==> src/rtl/timer_irq_ctrl.sv <==
// timer_irq_ctrl: counts upstream timer ticks to a programmable match value
// and raises sticky irq/overflow flags. Optional: TIMER_IRQ_MISS_CNT_EN.
module timer_irq_ctrl #(
    parameter int CNT_WIDTH = 16
) (
    input  logic                 clk_i,
    input  logic                 rst_i,
    input  logic                 tick_i,
    input  logic                 start_i,
    input  logic                 stop_i,
    input  logic                 mode_i,
    input  logic [CNT_WIDTH-1:0] match_i,
    input  logic                 irq_clr_i,
    output logic                 irq_o,
    output logic                 ovf_o,
    output logic                 busy_o,
    output logic [CNT_WIDTH-1:0] tick_cnt_o
`ifdef TIMER_IRQ_MISS_CNT_EN
    ,
    output logic [7:0]           miss_cnt_o
`endif
);

    typedef enum logic [1:0] {
        IDLE = 2'd0,
        RUN  = 2'd1,
        DONE = 2'd2
    } state_t;

    state_t                 state;
    logic [CNT_WIDTH-1:0]   match_r;
    logic                   mode_r;
    logic [CNT_WIDTH-1:0]   match_m1;
    logic                   match_ev;
    logic                   ovf_set;

    assign match_m1 = match_r - CNT_WIDTH'(1);

    // A counted tick on the last count of the period is a match event;
    // ticks coinciding with start/stop are dropped.
    always_comb begin
        match_ev = 1'b0;
        if (state == RUN && tick_i && !stop_i && !start_i)
            match_ev = (tick_cnt_o == match_m1);
        ovf_set = match_ev && irq_o && !irq_clr_i;
    end

    // Control FSM, tick counter and sticky interrupt flags.
    always_ff @(posedge clk_i) begin
        if (rst_i) begin
            state      <= IDLE;
            busy_o     <= 1'b0;
            tick_cnt_o <= '0;
            match_r    <= '0;
            mode_r     <= 1'b0;
            irq_o      <= 1'b0;
            ovf_o      <= 1'b0;
        end else begin
            if (match_ev)
                irq_o <= 1'b1;
            else if (irq_clr_i)
                irq_o <= 1'b0;

            if (ovf_set)
                ovf_o <= 1'b1;
            else if (irq_clr_i)
                ovf_o <= 1'b0;

            if (stop_i) begin
                state      <= IDLE;
                busy_o     <= 1'b0;
                tick_cnt_o <= '0;
            end else if (start_i) begin
                state      <= RUN;
                busy_o     <= 1'b1;
                tick_cnt_o <= '0;
                match_r    <= (match_i == '0) ? CNT_WIDTH'(1) : match_i;
                mode_r     <= mode_i;
            end else begin
                unique case (state)
                    RUN: begin
                        if (match_ev) begin
                            if (mode_r) begin
                                tick_cnt_o <= '0;
                            end else begin
                                state      <= DONE;
                                busy_o     <= 1'b0;
                                tick_cnt_o <= match_r;
                            end
                        end else if (tick_i) begin
                            tick_cnt_o <= tick_cnt_o + CNT_WIDTH'(1);
                        end
                    end
                    IDLE, DONE: begin
                    end
                    default: begin
                        state      <= IDLE;
                        busy_o     <= 1'b0;
                        tick_cnt_o <= '0;
                    end
                endcase
            end
        end
    end

`ifdef TIMER_IRQ_MISS_CNT_EN
    // Saturating count of matches that landed on a still-pending irq.
    always_ff @(posedge clk_i) begin
        if (rst_i)
            miss_cnt_o <= '0;
        else if (irq_clr_i)
            miss_cnt_o <= '0;
        else if (ovf_set && miss_cnt_o != 8'hFF)
            miss_cnt_o <= miss_cnt_o + 8'd1;
    end
`endif

endmodule

==> config.mk <==
export PLATFORM = sky130hd
export DESIGN_NAME = timer_irq_ctrl
export DESIGN_NICKNAME = d
export VERILOG_FILES = /design/src/rtl/timer_irq_ctrl.sv
export SDC_FILE = /design/constraint.sdc
export NUM_CORES = 1
export LEC_CHECK = 0
export ABC_AREA = 1
export BUFFER_PORTS_ARGS = -buffer_cell sky130_fd_sc_hd__buf_4
export CAP_MARGIN = 20
export CORE_AREA = 3 3 73 75
export CTS_BUF_LIST = sky130_fd_sc_hd__clkbuf_16
export CTS_CLUSTER_SIZE = 10
export DETAILED_ROUTE_END_ITERATION = 6
export DIE_AREA = 0 0 76 78
export GPL_ROUTABILITY_DRIVEN = 0
export PLACE_DENSITY = 0.74
export SLEW_MARGIN = 0
export SYNTH_ARGS = -nofsm -noshare
export SYNTH_HDL_FRONTEND = slang
export SYNTH_SLANG_ARGS = --single-unit
export TNS_END_PERCENT = 5
==> constraint.sdc <==
create_clock -name clk_i -period 2.7 [get_ports clk_i]
set_input_delay 0.135 -clock clk_i [delete_from_list [all_inputs] [get_ports clk_i]]
set_output_delay 0.135 -clock clk_i [all_outputs]
set_load 0.05 [all_outputs]
==> impl_metrics.yaml, run 1 <==
run_status:
  status: "finished clean"
timing:
  fin_crit_sh_pct: 86.2
  final.min_clock_period_ps: 2330
  max_freq_ghz: 0.429
  slew_headroom_pct: 50.7
  rsz0062_at_grt: "false"
  setup_viol: 0
  skew_ps: 2.65
  hold_viol_final: 0
  setup_tns_ps: 0
  timing.final.ws_setup_ps: 371
  slew_viol_final: 0
  fin_hold_ws_ps: 91.3
  worst_pin_slew_ps: 738
synth:
  ys_warn_count: 0
  yosysSeqAreaShare_pct: 28.8
  synth_area_per_cell_um2: 6.18
  ys_ff_latch: 37
  synth_top_area_share_pct: 28.8
  yosys.cell_types.count: 30
  synth_nets: 441
  synth.largest_area_cell: "dfxtp_1"
  yosys-top-cells-area: "dfxtp_1 29%, nand2_1 19%, nor2_1 7.4%"
  syn_area_um2: 2570
  netlist_instances: 416
layout:
  antennaDiodeCount: 0
  synthToLayoutAreaGrowth_pct: 19.7
  fin_util_pct: 65.2
  fin_nets: 477
  final_cells: 520
  drive_above_1_share_pct: 16.1
  layout_commonest_cell: "nand2_1"
  mostFrequentLayoutCells: "127 x nand2_1, 51 x nor2_1, 47 x inv_1"
  fillers: 451
detailed_routing:
  wire_per_inst_um: 12.1
  drc_errors: 0
  drtIter0Drc: 165
  wl_um: 6320
  first_pass_iters: 7
  vias: 2622
  detail-route-antenna-nets: 0
  vias_per_cell: 5.04
clock_tree:
  cts_hold_buffers: 0
  cts_root_buffer: "clkbuf_16"
  cts_buffer_depth: 2
  htree_levels: 2
  cts_setup_buffers: 0
  cts_tree: "built"
  cts_buffers: 5
  cts_resized: 0
  clk_pin_slew_ps: 60
  clock_sinks: 37
  clkLatencyLatePin_ps: 270
power_and_ir_drop:
  p_leak_nw: 1.40
  powerDensity_nw_per_um2: 489
  ir_worst_vdd_mv: 0.378
grt:
  gr-total-overflow: 0
  grt_first_pass_wirelength_um: 10900
  antenna_found_initial: 0
  grt_util_all_layers_pct: 22.3
  grt_max_degree: 34
  grt_pass1_vias: 2354
place:
  dpl.hpwl_um: 4810
  port_buffers: 41
  post-place-ws_ps: 404
  place_inst: 512
floorplan:
  pin_count: 42
  rows: 25
  die_area_um2: 5930
  die_x_um: 76
  initial_utilization_pct: 54.5
  die_h_um: 78
  core-area_um2: 4720
worst_setup_path:
  path_class: "reg -> reg"
  crit_required_ps: 2880
  arrival_ps: 2510
  cp-end-kind: "flip-flop"
  startpoint_type: "flip-flop"
  critical_path.max_fanout: 33
min_path:
  min_path_type: "in -> reg"
job:
  maxCapViolCount: 0
==> worst max-delay path: stages, from the launching register on <==
cell     delay, ps
dfxtp_1        380
inv_2           70
ha_1           290
inv_1           40
nand2_1         60
nand3_1         70
nor2_1         130
nand2_1         60
nor2_1          90
nand3_1        100
nor2_2         160
nand3_4        330
o21ai_1        240
nand2_1         60
a21oi_1        150
==> registers in the layout, summed over array words and instances, names as in the netlist <==
signal,count
match_r,16
tick_cnt_o,16
busy_o,1
irq_o,1
mode_r,1
ovf_o,1
state,1
==> cells in the mapped netlist <==
cell and n:
o21ai_1 11, nand4_1 8, nand2_2 4, a21oi_1 22, nor3_1 2, a211oi_1 7, inv_1 46, nor2_2 6
nor2_4 3, inv_2 2, nand3b_1 2, clkbuf_1 10, nand3_1 24, a31o_2 1, nor2_1 51, nand3_4 1
xor2_1 14, xnor2_1 8, o21ai_0 10, buf_2 3, clkinv_1 2, nor4_1 4, dfxtp_1 37, nand2_1 127
buf_6 2, or2_2 1, xnor3_1 1, a221oi_1 1, ha_1 2, o21ai_2 4
==> stage by stage <==
stage          instance area [um2]  power [mW]
2_1_floorplan                 2570       0.782
3_3_place_gp                  2910       0.851
3_5_place_dp                  2910       0.856
4_1_cts                       3080        1.51
5_1_grt                       3080        1.59
6_report                      3080        1.50
==> power by group <==
| group | internal, mW | switching [mW] |
|---|---|---|
| combinational | 0.0981 | 0.160 |
| clock | 0.434 | 0.224 |
| sequential | 0.564 | 0.0252 |
==> layout make-up <==
class / instances / area (um2) / area share [%]
repair buffers: 44 / 330 / 10.7
flip-flops and latches: 37 / 741 / 24.1
inverters: 50 / 188 / 6.10
multi-input cells: 314 / 1570 / 51.0
clock inverters: 3 / 42.5 / 1.38
clock buffers: 5 / 125 / 4.06
well taps: 67 / 83.8 / 2.72
==> per-layer routing <==
layer,track usage (%),share of wire (%),vias to the layer above
li1,-,-,1388
met3,3.94,5.3,4
met4,4.71,0.70,0
met2,36.8,46,80
met5,0,0,-
met1,30.6,48,1150
==> worst paths after layout <==
| path | start | to | slack [ps] | depth (start not counted) |
|---|---|---|---|---|
| worst max register to register | match_r[0]$_SDFFE_PP0P_ | tick_cnt_o[1]$_SDFFE_PP0P_ | 370 | 14 |
| worst max-delay path | match_r[0]$_SDFFE_PP0P_ | tick_cnt_o[1]$_SDFFE_PP0P_ | 370 | 14 |
| worst min register to register | ovf_o$_SDFFE_PP0P_ | ovf_o$_SDFFE_PP0P_ | 450 | 2 |
| worst min-delay path | match_i[2] | match_r[2]$_SDFFE_PP0P_ | 90 | 3 |
==> kinds of logic (layout without fill, tap and decap cells) <==
family | Yosys count | after routing | share of synthesized area [%]
AOI/OAI and AO/OA | 56 | 56 | 12.5
xor gates and xnor gates | 23 | 23 | 8.37
adders and majority gates | 2 | 2 | 0.973
buffers and inverters | 65 | 102 | 10.2
DFF | 37 | 37 | 28.8
and+or+nand+nor | 233 | 233 | 39.2
Power figures use the tool's default switching activity.
==> run 2: changes to the inputs <==
--- a/config.mk
+++ b/config.mk
@@ -14,6 +14,7 @@
 export DETAILED_ROUTE_END_ITERATION = 6
 export DIE_AREA = 0 0 76 78
 export GPL_ROUTABILITY_DRIVEN = 0
+export GPL_TIMING_DRIVEN = 0
 export PLACE_DENSITY = 0.74
 export SLEW_MARGIN = 0
 export SYNTH_ARGS = -nofsm -noshare
==> run 2 against run 1 <==
Against the previous run: critical path depth is 2 higher; cell area is 1.6% higher; final cell count is 2.1% higher; largest power group unchanged; highest routed layer unchanged.
==> impl_metrics.yaml, run 2 (synthesis gave the netlist of run 1 again) <==
timing:
  worst_pin_slew_ps: 501
  final.min_clock_period_ps: 2260
  skew_ps: 8.71
  setup_tns_ps: 0
  max_freq_ghz: 0.442
  setup_viol: 0
  fin_crit_sh_pct: 83.8
  hold_viol_final: 0
  fin_hold_ws_ps: 82.0
  slew_headroom_pct: 66.6
  rsz0062_at_grt: "false"
  slew_viol_final: 0
floorplan:
  die_h_um: 78
  core-area_um2: 4720
  rows: 25
  pin_count: 42
  die_x_um: 76
  initial_utilization_pct: 54.5
  die_area_um2: 5930
worst_setup_path:
  crit-reg2reg-launch: "match_r[0]$_SDFFE_PP0P_"
  path_class: "reg -> reg"
  cp-end-kind: "flip-flop"
  cp_num_buf_inv: 3
  cp_top_family: "simple AND/OR/NAND/NOR gates"
  crit_path_top_delay_cell: "dfxtp_1"
  rr_worst_depth: 16
  startpoint_type: "flip-flop"
  arrival_ps: 2410
  crit_required_ps: 2850
  cp_common_cell: "nand2_1"
  critical_path.max_fanout: 10
  r2r_end: "tick_cnt_o[1]$_SDFFE_PP0P_"
  worstPathCellList: "inv_2 -> ha_1 -> inv_1 -> nand2_1 -> nand3_1 -> nor2_1 -> nand2_1 -> nor2_1 -> nand3_1 -> nor2_2 -> nand3_4 -> buf_2 -> nand2_1 -> o21ai_1 -> nand2_1 -> a21oi_1"
  slowest_delay_ps: 420
  worst-r2r-setup-slack_ps: 440
clock_tree:
  clk_pin_slew_ps: 60
  cts_tree: "built"
  clkLatencyLatePin_ps: 280
  cts_buffer_depth: 2
  clock_sinks: 37
  htree_levels: 2
  cts_root_buffer: "clkbuf_16"
  cts_setup_buffers: 0
  cts_resized: 0
  cts_buffers: 5
  cts_hold_buffers: 0
grt:
  antenna_found_initial: 0
  grt_util_all_layers_pct: 23.4
  grt_pass1_vias: 2505
  grt_max_degree: 14
  gr-total-overflow: 0
  grt_first_pass_wirelength_um: 11400
detailed_routing:
  drtIter0Drc: 196
  vias: 2702
  wl_um: 6710
  drc_errors: 0
  detail-route-antenna-nets: 0
  vias_per_cell: 5.09
  wire_per_inst_um: 12.6
  first_pass_iters: 4
layout:
  antennaDiodeCount: 0
  mostFrequentLayoutCells: "127 x nand2_1, 51 x nor2_1, 46 x inv_1"
  drive_above_1_share_pct: 16.2
  reg.largest.list: "match_r: 16 flops, tick_cnt_o: 16 flops"
  layout_commonest_cell: "nand2_1"
  synthToLayoutAreaGrowth_pct: 21.6
  fin_nets: 488
power_and_ir_drop:
  powerDensity_nw_per_um2: 486
  p_leak_nw: 1.41
  ir_worst_vdd_mv: 0.345
min_path:
  min_from: "match_i[13]"
  min_path_type: "in -> reg"
  hold-path-cell-count: 3
  min_to: "match_r[13]$_SDFFE_PP0P_"
job:
  maxCapViolCount: 0
run_status:
  status: "finished clean"
place:
  port_buffers: 40
  dpl.hpwl_um: 5230
[run 2: worst register-to-register path, stage by stage, from the launching register on]
cell and delay [ps]:
dfxtp_1 420, inv_2 90, ha_1 300, inv_1 40
nand2_1 50, nand3_1 70, nor2_1 120, nand2_1 60
nor2_1 90, nand3_1 110, nor2_2 160, nand3_4 140
buf_2 230, nand2_1 80, o21ai_1 70, nand2_1 60
a21oi_1 50
[run 2: how the worst max path moves through the flow]
stage | from | endpoint | slack, ps | cells after the start
after detailed placement | match_r[0]$_SDFFE_PP0P_ | tick_cnt_o[1]$_SDFFE_PP0P_ | 460 | 16
after floorplan | tick_cnt_o[0]$_SDFFE_PP0P_ | tick_cnt_o[12]$_SDFFE_PP0P_ | 550 | 12
final | match_r[0]$_SDFFE_PP0P_ | tick_cnt_o[1]$_SDFFE_PP0P_ | 440 | 16
after global placement | match_r[0]$_SDFFE_PP0P_ | tick_cnt_o[13]$_SDFFE_PP0P_ | 490 | 15
after CTS | match_r[0]$_SDFFE_PP0P_ | tick_cnt_o[1]$_SDFFE_PP0P_ | 440 | 16
after global routing | match_r[0]$_SDFFE_PP0P_ | tick_cnt_o[1]$_SDFFE_PP0P_ | 180 | 15
[run 2: stage by stage]
| step | setup WS, ps | cell area, um2 | utilization [%] | total power, mW | std cells |
|---|---|---|---|---|---|
| 5_1_grt | 183 | 3130 | 66.2 | 1.60 | 531 |
| 3_5_place_dp | 456 | 2960 | 62.6 | 0.854 | 523 |
| 2_1_floorplan | 545 | 2570 | - | 0.782 | 416 |
| 4_1_cts | 441 | 3130 | 66.2 | 1.53 | 531 |
| 6_report | 437 | 3130 | 66.2 | 1.52 | 531 |
| 3_3_place_gp | 493 | 2960 | 62.6 | 0.849 | 523 |
[run 2: cell type report]
| cell class | count | area (um2) |
|---|---|---|
| fillers | 437 | 1600 |
| multi-input cells | 314 | 1570 |
| flip-flops and latches | 37 | 741 |
| repair buffers | 40 | 300 |
| inverters | 50 | 188 |
| clock buffers | 5 | 125 |
| well taps | 67 | 83.8 |
| plain buffers | 15 | 75.1 |
| clock inverters | 3 | 46.3 |
[run 2: power breakdown]
group / internal, mW / switching, mW
clock network: 0.437 / 0.236
logic: 0.0977 / 0.161
registers: 0.564 / 0.0257
total: 1.10 / 0.423
[run 2: per-layer routing]
layer	wire, um	GRT usage [%]	up-vias
met3	352	4.18	10
li1	-	-	1413
met2	3090	38.2	78
met4	91	9.24	0
met5	0	0	-
met1	3170	30.7	1201
==> run 3: changes to the inputs <==
==> constraint.sdc (replaced) <==
create_clock -name clk_i -period 2.1 [get_ports clk_i]
set_input_delay 0.105 -clock clk_i [delete_from_list [all_inputs] [get_ports clk_i]]
set_output_delay 0.105 -clock clk_i [all_outputs]
set_load 0.05 [all_outputs]
==> run 3 against run 2 <==
Against the previous run: the flow now finishes with violations (negative setup slack); critical path type unchanged; sequential share of layout area down 1.5 points; total power increased by 24%; setup slack got worse by 510 ps; clock power grew 9.7%; sequential power up 30%; hold slack got worse by 31 ps; count of clock-buffer cells in the layout did not move; highest routed layer unchanged.
==> impl_metrics.yaml, run 3 (synthesis gave the netlist of run 1 again) <==
detailed_routing:
  first_pass_iters: 5
  wl_um: 7350
  wire_per_inst_um: 13.5
  detail-route-antenna-nets: 0
  drc_errors: 0
  vias_per_cell: 5.22
  vias: 2848
  drtIter0Drc: 309
power_and_ir_drop:
  p_leak_nw: 1.54
  ir_worst_vdd_mv: 0.483
  p_total_mw: 1.89
  powerDensity_nw_per_um2: 552
grt:
  grt_pass1_vias: 2633
  grt_busiest_layer: "met2"
  gr-total-overflow: 0
  globalRouteMet2Util_pct: 41.4
  grt_util_all_layers_pct: 24.7
  antenna_found_initial: 0
  use_met1_pct: 30.6
  grt_first_pass_wirelength_um: 11900
  grtUsageMet3_pct: 4.87
  grt_max_degree: 13
layout:
  mostFrequentLayoutCells: "124 x nand2_1, 50 x buf_4, 43 x inv_1"
  layout_commonest_cell: "nand2_1"
  synthToLayoutAreaGrowth_pct: 33.1
  fin_util_pct: 72.5
  final_cells: 546
  fin_nets: 503
  reg.largest.list: "match_r: 16 flops, tick_cnt_o: 16 flops"
  antennaDiodeCount: 0
  drive_above_1_share_pct: 27.6
clock_tree:
  cts_buffer_depth: 2
  clk_pin_slew_ps: 60
  clock_sinks: 37
  cts_tree: "built"
  cts_hold_buffers: 0
  htree_levels: 2
  cts_root_buffer: "clkbuf_16"
  cts_buffers: 5
  clkLatencyLatePin_ps: 290
timing:
  setup_tns_ps: -569
  hold_viol_final: 0
  timing.final.ws_setup_ps: -78.4
  slew_headroom_pct: 63.5
  slew_viol_final: 0
  skew_ps: 5.61
  final.min_clock_period_ps: 2180
  setup_viol: 16
  max_freq_ghz: 0.459
  fin_hold_ws_ps: 51.4
  worst_pin_slew_ps: 547
  fin_crit_sh_pct: 104
  rsz0062_at_grt: "true"
worst_setup_path:
  startpoint_type: "flip-flop"
  worstPathCellList: "buf_6 -> nor2_4 -> nand2_4 -> nor2_4 -> nand2_2 -> nand2_1 -> nand2_1 -> nor2_1 -> nand2_1 -> nor2_4 -> nand3_4 -> buf_6 -> buf_8 -> o21ai_2 -> nand2_1 -> a21oi_2"
  arrival_ps: 2390
  crit_required_ps: 2320
  cp_num_buf_inv: 3
  cp_top_family: "simple AND/OR/NAND/NOR gates"
  crit_path_top_delay_cell: "dfxtp_2"
  cp-end-kind: "flip-flop"
  critical_path.max_fanout: 5
  path_class: "reg -> reg"
  cp_common_cell: "nand2_1"
  slowest_delay_ps: 330
min_path:
  min_path_type: "in -> reg"
floorplan:
  rows: 25
  die_h_um: 78
  pin_count: 42
  die_x_um: 76
  initial_utilization_pct: 54.5
  die_area_um2: 5930
  core-area_um2: 4720
job:
  maxCapViolCount: 0
place:
  port_buffers: 40
  place_inst: 523
  dpl.hpwl_um: 5150
run_status:
  status: "complete, but fails checks"
  violations: "negative setup slack"
-- run 3: changes by cell type in the layout (fill, tap and decap cells not counted), sizes merged --
cell / before / now
bufbuf: 0 / 1
clkinv: 3 / 4
bufinv: 1 / 0
buf: 45 / 59
-- run 3: worst paths after layout --
| path | start | endpoint | slack (ps) | depth (start not counted) |
|---|---|---|---|---|
| worst max-delay path | match_r[1]$_SDFFE_PP0P_ | tick_cnt_o[8]$_SDFFE_PP0P_ | -80 | 16 |
| worst min-delay path | match_i[2] | match_r[2]$_SDFFE_PP0P_ | 50 | 3 |
| worst max register to register | match_r[1]$_SDFFE_PP0P_ | tick_cnt_o[8]$_SDFFE_PP0P_ | -80 | 16 |
| worst min register to register | ovf_o$_SDFFE_PP0P_ | ovf_o$_SDFFE_PP0P_ | 460 | 2 |
-- run 3: stage by stage --
step	setup WS [ps]	cell area, um2
detailed placement	-131	2960
global placement	-98.7	2960
floorplan	32.4	2570
CTS	1.19	3290
global route	-206	3420
finish	-78.4	3420
-- run 3: cell type report --
cell class                      count  area [um2]
Buffer                             15        92.6
Clock buffer                        5         125
Clock inverter                      3        17.5
Fill cell                         408        1300
Inverter                           50         190
Multi-Input combinational cell    314        1690
Sequential cell                    37         759
Tap cell                           67        83.8
Timing Repair Buffer               55         469
-- run 3: repair_timing --
action | in CTS | in global routing
gates resized for setup | 20 | 37
setup buffers | 8 | 5
gates cloned | 2 | 0
hold endpoints to repair | 0 | 0
pin swaps | 6 | 19
setup endpoints to repair | 16 | 20
-- run 3: per-layer routing --
metal | vias up | share of wire (%)
met2 | 113 | 47
met3 | 25 | 7.1
met1 | 1259 | 43
met4 | 0 | 3.0
met5 | - | 0
li1 | 1451 | -
-- run 3: worst register-to-register path, stage by stage, from the launching register on --
cell,delay [ps]
dfxtp_2,330
buf_6,120
nor2_4,90
nand2_4,80
nor2_4,170
nand2_2,90
nand2_1,70
nand2_1,50
nor2_1,110
nand2_1,110
nor2_4,150
nand3_4,100
buf_6,150
buf_8,120
o21ai_2,120
nand2_1,80
a21oi_2,150
-- run 3: power breakdown --
| part | switching (mW) | internal [mW] | leakage [nW] |
|---|---|---|---|
| clock network | 0.303 | 0.435 | 0.0696 |
| registers | 0.0372 | 0.727 | 0.307 |
| logic | 0.228 | 0.159 | 1.16 |
